$ cat src/rtl/neuron_acc_if.sv
// Bundle of the controller's command, term-stream, accumulator and result signals.
// The controller sits on the slave modport; the surrounding datapath on master.
interface neuron_acc_if #(
  parameter int CNT_W  = 8,
  parameter int DATA_W = 10,
  parameter int ACC_W  = 28
);
  logic              start;
  logic [CNT_W-1:0]  n_terms;
  logic              busy;
  logic              in_valid;
  logic              in_ready;
  logic [DATA_W-1:0] in_data;
  logic              acc_clr;
  logic              acc_ce;
  logic [DATA_W-1:0] acc_a;
  logic [ACC_W-1:0]  acc_y;
  logic              res_valid;
  logic              res_ready;
  logic [ACC_W-1:0]  res_data;

  modport master (
    output start, n_terms, in_valid, in_data, acc_y, res_ready,
    input  busy, in_ready, acc_clr, acc_ce, acc_a, res_valid, res_data
  );

  modport slave (
    input  start, n_terms, in_valid, in_data, acc_y, res_ready,
    output busy, in_ready, acc_clr, acc_ce, acc_a, res_valid, res_data
  );
endinterface

$ cat src/rtl/neuron_acc_ctrl.sv
// Sequencer for one neuron accumulator: clear it, stream n_terms terms in,
// capture the sum and hold it on the result port until taken.
//
// state  | meaning
// IDLE   | waiting for start; only state where start is sampled
// CLEAR  | accumulator clears on this cycle's closing edge
// ACCUM  | accepting terms until the latched count is used up
// SETTLE | accumulator output is final; captured on the closing edge
// OUT    | result presented until the consumer handshake
module neuron_acc_ctrl #(
  parameter int CNT_W  = 8,
  parameter int DATA_W = 10,
  parameter int ACC_W  = 28
) (
  input logic         clk,
  input logic         rst,
  neuron_acc_if.slave bus
);

  typedef enum logic [2:0] {
    IDLE   = 3'd0,
    CLEAR  = 3'd1,
    ACCUM  = 3'd2,
    SETTLE = 3'd3,
    OUT    = 3'd4
  } state_t;

  state_t             state, state_nx;
  logic [CNT_W-1:0]   cnt, cnt_nx;
  logic [ACC_W-1:0]   res_q, res_nx;
  logic               clr_q, clr_nx;

  // acc_clr resets high so the accumulator is held clear throughout reset
  always_ff @(posedge clk or posedge rst) begin
    if (rst) begin
      state <= IDLE;
      cnt   <= '0;
      res_q <= '0;
      clr_q <= 1'b1;
    end else begin
      state <= state_nx;
      cnt   <= cnt_nx;
      res_q <= res_nx;
      clr_q <= clr_nx;
    end
  end

  always_comb begin
    state_nx = state;
    cnt_nx   = cnt;
    res_nx   = res_q;
    clr_nx   = 1'b0;
    case (state)
      IDLE: begin
        if (bus.start) begin
          cnt_nx   = bus.n_terms;
          clr_nx   = 1'b1;
          state_nx = CLEAR;
        end
      end
      CLEAR: begin
        state_nx = (cnt == '0) ? SETTLE : ACCUM;
      end
      ACCUM: begin
        if (bus.in_valid) begin
          cnt_nx = cnt - 1'b1;
          if (cnt == CNT_W'(1)) state_nx = SETTLE;
        end
      end
      SETTLE: begin
        res_nx   = bus.acc_y;
        state_nx = OUT;
      end
      OUT: begin
        if (bus.res_ready) state_nx = IDLE;
      end
      default: state_nx = IDLE;
    endcase
  end

  assign bus.busy      = (state != IDLE);
  assign bus.in_ready  = (state == ACCUM);
  assign bus.res_valid = (state == OUT);
  assign bus.acc_clr   = clr_q;
  assign bus.acc_ce    = bus.in_valid & bus.in_ready;
  assign bus.acc_a     = bus.in_data[DATA_W-1:0];
  assign bus.res_data  = res_q;

endmodule

$ cat src/flat_wrapper.sv
// flat-port wrapper written by rule: the top's interface ports become plain ports
module neuron_acc_ctrl_flat 
#(
  parameter int CNT_W  = 8,
  parameter int DATA_W = 10,
  parameter int ACC_W  = 28
)
  (clk, rst, bus_start, bus_n_terms, bus_in_valid, bus_in_data, bus_acc_y, bus_res_ready, bus_busy, bus_in_ready, bus_acc_clr, bus_acc_ce, bus_acc_a, bus_res_valid, bus_res_data);
  neuron_acc_if #(.CNT_W(CNT_W), .DATA_W(DATA_W), .ACC_W(ACC_W)) bus_i ();
  input logic clk;
  input logic rst;
  input wire logic [$bits(bus_i.start)-1:0] bus_start;
  input wire logic [$bits(bus_i.n_terms)-1:0] bus_n_terms;
  input wire logic [$bits(bus_i.in_valid)-1:0] bus_in_valid;
  input wire logic [$bits(bus_i.in_data)-1:0] bus_in_data;
  input wire logic [$bits(bus_i.acc_y)-1:0] bus_acc_y;
  input wire logic [$bits(bus_i.res_ready)-1:0] bus_res_ready;
  output wire logic [$bits(bus_i.busy)-1:0] bus_busy;
  output wire logic [$bits(bus_i.in_ready)-1:0] bus_in_ready;
  output wire logic [$bits(bus_i.acc_clr)-1:0] bus_acc_clr;
  output wire logic [$bits(bus_i.acc_ce)-1:0] bus_acc_ce;
  output wire logic [$bits(bus_i.acc_a)-1:0] bus_acc_a;
  output wire logic [$bits(bus_i.res_valid)-1:0] bus_res_valid;
  output wire logic [$bits(bus_i.res_data)-1:0] bus_res_data;
  assign bus_i.start = bus_start;
  assign bus_i.n_terms = bus_n_terms;
  assign bus_i.in_valid = bus_in_valid;
  assign bus_i.in_data = bus_in_data;
  assign bus_i.acc_y = bus_acc_y;
  assign bus_i.res_ready = bus_res_ready;
  assign bus_busy = bus_i.busy;
  assign bus_in_ready = bus_i.in_ready;
  assign bus_acc_clr = bus_i.acc_clr;
  assign bus_acc_ce = bus_i.acc_ce;
  assign bus_acc_a = bus_i.acc_a;
  assign bus_res_valid = bus_i.res_valid;
  assign bus_res_data = bus_i.res_data;
  neuron_acc_ctrl #(.CNT_W(CNT_W), .DATA_W(DATA_W), .ACC_W(ACC_W)) u_core (.clk(clk), .rst(rst), .bus(bus_i));
endmodule
$ cat config.mk
export PLATFORM = sky130hd
export DESIGN_NAME = neuron_acc_ctrl_flat
export DESIGN_NICKNAME = d
export VERILOG_FILES = /design/src/rtl/neuron_acc_if.sv /design/src/rtl/neuron_acc_ctrl.sv /design/src/flat_wrapper.sv
export SDC_FILE = /design/constraint.sdc
export NUM_CORES = 1
export LEC_CHECK = 0
export ABC_AREA = 1
export BUFFER_PORTS_ARGS = -buffer_cell sky130_fd_sc_hd__buf_2
export CAP_MARGIN = 20
export CORE_MARGIN = 3
export CORE_UTILIZATION = 42
export DETAILED_ROUTE_END_ITERATION = 7
export PLACE_DENSITY = 0.76
export SLEW_MARGIN = 20
export SYNTH_ARGS = -nofsm -noshare
export SYNTH_HDL_FRONTEND = slang
export SYNTH_SLANG_ARGS = --single-unit
$ cat constraint.sdc
create_clock -name clk -period 1.35 [get_ports clk]
set_input_delay 0.135 -clock clk [delete_from_list [all_inputs] [get_ports clk]]
set_output_delay 0.135 -clock clk [all_outputs]
set_load 0.01 [all_outputs]
==> metrics.md, run 1 <==
| Metric | Value |
|---|---|
| Status | `complete, but fails checks` |
| Failing checks | `setup timing` |
| M1 wire length | `1930 um` |
| Period utilisation layout | `1.06` |
| GP Congestion | `0.856` |
| Layout cell share with drive strength beyond 1 | `0.530` |
| CP endpoint kind | `output pin` |
| Number of global-route vias before repair | `1632` |
| Vias | `1669` |
| Core Region | `4470 um2` |
| R2R depth | `4` |
| Clk_skew | `10.0 ps` |
| Ys async rst share | `1.00` |
| Hold violation total from the final report | `0` |
| Yosys Warn Count | `0` |
| Die ar. | `5620 um2` |
| Reg2reg end | `u_core.bus.res_data[17]$_DFFE_PP0P_` |
| Top cells by area, synth | `dfrtp_1 49%, mux2_2 11%, nand2_1 7.7%, mux2_4 6.8%, inv_1 4.7%` |
| Hold Path End | `u_core.bus.res_data[20]$_DFFE_PP0P_` |
| Clock transition at path regs | `80 ps` |
| Total track usage | `0.163` |
| Final Slew Violations | `0` |
| H-tree levels | `2` |
| Net count, final | `349` |
| P_leak | `1.53 nW` |
| Post-synth EDFFs | `0` |
| DR top layer | `met4` |
| Initial Util | `0.446` |
| Hold WC Path Type | `in2reg` |
| FF+latch count, synth | `40` |
| Hold_sp | `bus_acc_y[20]` |
| Syn_nets | `251` |
| Ports | `94` |
| Cells along the critical path | `inv_2, nand4_1, inv_1, buf_6` |
| Fillers | `360` |
| Sequential cell area fraction in the yosys report | `0.502` |
| Yosys top cell area share | `0.489` |
| Yosys cell types | `24` |
| Total wire length | `4710 um` |
| Worst skew pair latency | `290 ps` |
| Via density | `4.80` |
| Maximum root-to-sink buffer count | `2` |
| CP Launch Type | `register` |
| Actual slew at the worst max-slew pin | `472 ps` |
| Min Tclk post-route | `1440 ps` |
| Drt first pass iters | `4` |
| Die Ht | `75.0 um` |
| Routed met2 length | `2360 um` |
| Total of max-cap violations | `0` |
| Worst Slack Setup Final | `-87.4 ps` |
| Crit path largest cell delay | `460 ps` |
| PwrDens | `2520 nW/um2` |
| Clock root buffer | `clkbuf_8` |
| Final setup violating endpoints | `25` |
| Post-DP HPWL | `3070 um` |
| WL/cell | `13.5 um` |
| Num CTS Buffers | `5` |
| Area delta synth->final | `41.4%` |
| Post-synth top flop | `dfrtp_1` |
| Area post-placement | `2460 um2` |
| Chip Width | `75.0 um` |
| Multi-input logic area | `841 um2` |
| Required @ worst endpoint | `1220 ps` |
| First-pass GRT wire length | `7010 um` |
| Cell taking the most area after synthesis | `dfrtp_1` |
| Initial antenna violation count | `0` |
| RSZ-0062 raised after global routing | `yes` |
| FF-to-FF Start | `u_core.state[0]$_DFFE_PP0P_` |
| Critical path class | `reg2out` |
| CTS tree | `yes` |
| Metal3 WL | `355 um` |
| Power, Total | `7.11 mW` |
| Maximum clock frequency | `0.696 GHz` |
| Clock sink count | `40` |
| N_diodes | `0` |
| DRT iter0 DRCs | `122` |
| Port Buf Inserts | `73` |
| Reg2reg setup slack | `-30 ps` |
| DP Worst Slack | `-21.8 ps` |
| Final Util | `0.631` |
| ANT nets after route | `0` |
| Slew HR | `0.685` |
| Mapped Cells | `197` |
| Worst vdd ir | `1.12 mV` |
| Critical path's slowest cell | `dfrtp_2` |
| Critical path fanouts, max | `4` |
| Crit path arrival time | `1300 ps` |
| DRC viols | `0` |
| Cell Area, Synth | `2000 um2` |
| Setup TNS Final | `-507 ps` |
| Largest net degree at the start of global routing | `32` |
| Syn avg cell area | `10.1 um2` |
| Final instance area | `2820 um2` |
| Hold Path Depth | `2` |
| Sequential Area | `1000 um2` |
| Remaining global-route overflow | `0` |
| Core Rows | `24` |
metrics by stage:
stage                     hold WS, ps  std cells
after CTS                        60.4        336
final                            65.6        348
after detailed placement          173        322
after floorplan                   284        197
after global routing             49.6        348
after global placement            161        322
state kept, by name, indices dropped and copies added (netlist names):
signal,flops
u_core.bus.acc_clr,1
u_core.bus.res_data,28
u_core.cnt,8
u_core.state,3
cells in the final DEF (no fill, tap or decap), drive strengths merged:
cell type    count
clkbuf           8
nand3b           1
nor2            11
dlygate4sd3      1
inv             26
ha               3
dfstp            1
dfrtp           39
nand3           12
clkinvlp         1
nand4            1
o211ai           1
a21oi            1
buf            102
clkinv           1
o21ai           15
mux2            28
nand2           42
nor3             2
routing by layer:
metal / global-route usage / up-vias
met5: 0 / -
met4: 0.0514 / 0
met3: 0.0534 / 6
met2: 0.279 / 62
met1: 0.194 / 784
li1: - / 817
layout make-up:
cell class,instances,share of cell area
flip-flops and latches,40,0.356
multi-input cells,117,0.298
repair buffers,105,0.257
inverters,26,0.0363
clock buffers,6,0.0257
well taps,52,0.0230
clock inverters,2,0.00443
report_power, final:
| part | internal [mW] | switching, mW |
|---|---|---|
| Sequential | 1.83 | 0.389 |
| Clock | 0.361 | 0.418 |
| Combinational | 2.18 | 1.93 |
| Total | 4.37 | 2.73 |
repair_timing:
action                                 in CTS  in global routing
pin swaps                                   3                  9
hold buffers                                1                  0
endpoints found under the hold margin       8                  0
gates cloned                                0                  3
setup endpoints to repair                   5                 40
gates resized for setup                     9                 26
buffers inserted                            5                  9
critical path: cells and delay by family (launching register included):
kind          cells  cell delay, ps
buf+inv           3             340
simple gates      1             210
flops             1             460
cell usage after synthesis, types with 3 or more instances:
cell	count
dfrtp_1	39
inv_1	25
ha_1	3
mux2_2	19
nand3_1	10
nor2_1	10
nand2_1	41
o21ai_0	11
buf_4	10
mux2_4	9
buf_6	3
worst max-delay path by stage:
stage	startpoint	to	slack, ps	depth (start not counted)
finish	u_core.state[0]$_DFFE_PP0P_	bus_acc_ce	-90	4
global route	u_core.state[1]$_DFFE_PP0P_	bus_acc_ce	-160	4
CTS	u_core.state[2]$_DFFE_PP0P_	bus_acc_ce	-30	4
detailed placement	u_core.state[2]$_DFFE_PP0P_	u_core.cnt[3]$_DFFE_PP0P_	-20	6
global placement	u_core.state[2]$_DFFE_PP0P_	u_core.cnt[3]$_DFFE_PP0P_	10	6
floorplan	u_core.state[1]$_DFFE_PP0P_	u_core.cnt[3]$_DFFE_PP0P_	30	7
kinds of logic after synthesis:
family                     Yosys count  synth area share
and+or+nand+nor                     69             0.149
buffers and inverters               41             0.108
DFF                                 40             0.502
muxes                               28             0.175
AOI/OAI and AO/OA                   16            0.0470
adders and majority gates            3            0.0188
(Power assumes the default switching activity.)
==> run 2, diff against run 1 <==
--- a/config.mk
+++ b/config.mk
@@ -5,13 +5,12 @@
 export SDC_FILE = /design/constraint.sdc
 export NUM_CORES = 1
 export LEC_CHECK = 0
-export ABC_AREA = 1
 export BUFFER_PORTS_ARGS = -buffer_cell sky130_fd_sc_hd__buf_2
 export CAP_MARGIN = 20
 export CORE_MARGIN = 3
-export CORE_UTILIZATION = 42
+export CORE_UTILIZATION = 45
 export DETAILED_ROUTE_END_ITERATION = 7
-export PLACE_DENSITY = 0.76
+export PLACE_DENSITY = 0.79
 export SLEW_MARGIN = 20
 export SYNTH_ARGS = -nofsm -noshare
 export SYNTH_HDL_FRONTEND = slang
==> constraint.sdc (replaced) <==
create_clock -name clk -period 1.4 [get_ports clk]
set_input_delay 0.14 -clock clk [delete_from_list [all_inputs] [get_ports clk]]
set_output_delay 0.14 -clock clk [all_outputs]
set_load 0.01 [all_outputs]
==> run 2 against run 1 <==
Compared with the run above: combinational power down 1%; global-route usage up 2.0 points; critical endpoint unchanged; cell area up 1.2%; sequential power down 7%; clock-buffer cell count down 1; via count down 1.9%; register-to-register slack worse by 290 ps; largest cell class unchanged; power down 3.4%; core utilization up 11 points; cell count down 11%; the run still ends with setup timing left.
==> metrics.md, run 2 <==
| Metric | Value |
|---|---|
| Ys async rst share | `1.00` |
| Num CTS Buffers | `5` |
| H-tree levels | `2` |
| Final instance area | `2860 um2` |
| Slew HR | `0.764` |
| Crit path arrival time | `1600 ps` |
| Adder-Cell Fraction of Synth Area | `0.0200` |
| Cell with the most instances after synthesis | `dfrtp_1` |
| Initial antenna violation count | `0` |
| Initial Util | `0.488` |
| Worst hold margin | `35.6 ps` |
| Failing checks | `setup timing` |
| Maximum root-to-sink buffer count | `2` |
| Layout Cells excl Fill | `311` |
| Net count, final | `317` |
| Required @ worst endpoint | `1260 ps` |
| FF-to-FF Start | `u_core.cnt[1]$_DFFE_PP0P_` |
| Post-Synth XOR/XNOR Area | `0.00466` |
| Cell count after placement | `287` |
| Yosys cell types | `35` |
| Post-synth top flop | `dfrtp_1` |
| DRT iter0 DRCs | `75` |
| Final Util | `0.742` |
| Number of global-route vias before repair | `1573` |
| Compound-Gate Fraction of Synth Area | `0.0912` |
| Drt first pass iters | `4` |
| Final setup violating endpoints | `40` |
| Largest net degree at the start of global routing | `34` |
| Post-DP HPWL | `3180 um` |
| ANT nets after route | `0` |
| Post-synth top cells | `39 x dfrtp_1, 28 x mux2_2, 11 x buf_4, 11 x o21ai_0, 9 x nor2_1` |
| Worst vdd ir | `1.41 mV` |
| DRC viols | `0` |
| Post-Synth Simple-Gate Area | `0.0971` |
| GP Congestion | `0.794` |
| Total wire length | `5530 um` |
| Yosys top cell area share | `0.519` |
| Top cells by area, synth | `dfrtp_1 52%, mux2_2 17%, buf_4 4.4%, o21ai_0 2.9%, ha_1 2.0%` |
| Ports | `94` |
| Status | `complete, but fails checks` |
| Multiplexer area fraction after synthesis | `0.173` |
| Final Slew Violations | `0` |
| Area post-placement | `2410 um2` |
| Worst Slack Setup Final | `-338 ps` |
| CTS tree | `yes` |
| Actual slew at the worst max-slew pin | `353 ps` |
| Maximum clock frequency | `0.575 GHz` |
| Most frequent cells in the layout | `70 x buf_2, 39 x dfrtp_1, 28 x mux2_2` |
| Core Region | `3850 um2` |
| Mapped Cells | `157` |
| Die Ht | `70.6 um` |
| Period utilisation layout | `1.24` |
| Total track usage | `0.183` |
| Yosys Warn Count | `0` |
| Syn_nets | `211` |
| Port Buf Inserts | `73` |
| RSZ-0062 raised after global routing | `yes` |
| Syn avg cell area | `12.0 um2` |
| Clock sink count | `40` |
| Area delta synth->final | `52.0%` |
| Hold_sp | `bus_res_ready` |
| Clock root buffer | `clkbuf_8` |
| P_leak | `1.38 nW` |
| Clock transition at path regs | `80 ps` |
| Remaining global-route overflow | `0` |
| Hold violation total from the final report | `0` |
| Cell Area, Synth | `1880 um2` |
| Layout cell share with drive strength beyond 1 | `0.684` |
| Min Tclk post-route | `1740 ps` |
| Number of flip-flops in the largest register | `28` |
| DP Worst Slack | `-289 ps` |
| Power, Total | `6.87 mW` |
| Critical path fanouts, max | `4` |
| Via density | `5.27` |
| Chip Width | `70.6 um` |
| FF+latch count, synth | `40` |
| CP Launch Type | `register` |
| Core Rows | `22` |
| Cell taking the most area after synthesis | `dfrtp_1` |
| Commonest non-fill, non-tap cell in the layout | `buf_2` |
| PwrDens | `2400 nW/um2` |
| Worst skew pair latency | `300 ps` |
| Post-synth EDFFs | `0` |
| Setup TNS Final | `-5950 ps` |
| Clk_skew | `6.66 ps` |
| N_diodes | `0` |
| WL/cell | `17.8 um` |
| Largest family of logic cells by synthesized area | `multiplexers` |
| CP endpoint kind | `output pin` |
| Total of max-cap violations | `0` |
| First-pass GRT wire length | `7220 um` |
| Sequential cell area fraction in the yosys report | `0.533` |
| Vias | `1638` |
| Die ar. | `4990 um2` |
| Critical path class | `reg2out` |
| Hold WC Path Type | `in2reg` |
| Setup crit start | `u_core.state[0]$_DFFE_PP0P_` |
==> run 2: cell types whose count changed after synthesis, moves of 3 or more <==
| cell | change |
|---|---|
| nand3_1 | -9 |
| mux2_2 | +9 |
| buf_2 | +3 |
| nor3_1 | +3 |
| inv_1 | -17 |
| mux2_4 | -9 |
| a21oi_1 | +6 |
| nand2_1 | -38 |
==> run 2: path summary, 6_finish.rpt <==
check	to	slack [ps]	depth (start not counted)
min in group asynchronous	u_core.bus.res_data[21]$_DFFE_PP0P_	340	3
max in group asynchronous	u_core.bus.acc_clr$_DFF_PP1_	510	4
worst min-delay path	u_core.state[2]$_DFFE_PP0P_	40	2
worst min register to register	u_core.bus.res_data[23]$_DFFE_PP0P_	500	1
worst max register to register	u_core.cnt[5]$_DFFE_PP0P_	-320	4
worst max-delay path	bus_acc_ce	-340	6
==> run 2: what timing repair did <==
action                                  CTS  global route
pin swaps                                11            11
cloned                                    0             4
buffers inserted                          8             5
endpoints found under the setup margin   13            41
hold endpoints to repair                  7             0
hold buffers                              1             0
gates resized for setup                  33            25
==> run 2: routing by layer <==
layer / share of wire / vias to the layer above / track usage / wire, um
met5: 0 / - / 0 / 0
met4: 0.031 / 0 / 0.0668 / 173
met3: 0.066 / 23 / 0.0582 / 364
met2: 0.53 / 61 / 0.310 / 2920
met1: 0.37 / 802 / 0.219 / 2070
li1: - / 752 / - / -
==> run 2: power breakdown <==
group | internal, mW | switching [mW] | total, mW | leakage, nW
clock | 0.337 | 0.399 | 0.737 | 0.0400
sequential | 1.75 | 0.321 | 2.07 | 0.468
combinational | 2.17 | 1.89 | 4.06 | 0.869
total | 4.26 | 2.61 | 6.87 | 1.38
==> run 2: cell type report <==
type	instances	area (um2)
Timing Repair Buffer	117	833
Sequential cell	40	1000
Inverter	8	37.5
Clock inverter	2	12.5
Multi-Input combinational cell	91	845
Clock buffer	5	68.8
Fill cell	265	995
Tap cell	48	60.1
==> run 2: worst max-delay path, stage by stage, from the launching register on <==
cell	delay (ps)
dfrtp_1	410
or3b_4	390
buf_6	140
inv_6	60
buf_6	90
and2_4	130
buf_6	90
==> run 2: logic make-up after synthesis <==
logic type | after synthesis
fa+ha+maj | 3
xor+xnor | 1
buf+inv | 26
simple gates | 31
mux | 29
flops | 40
compound gates | 27
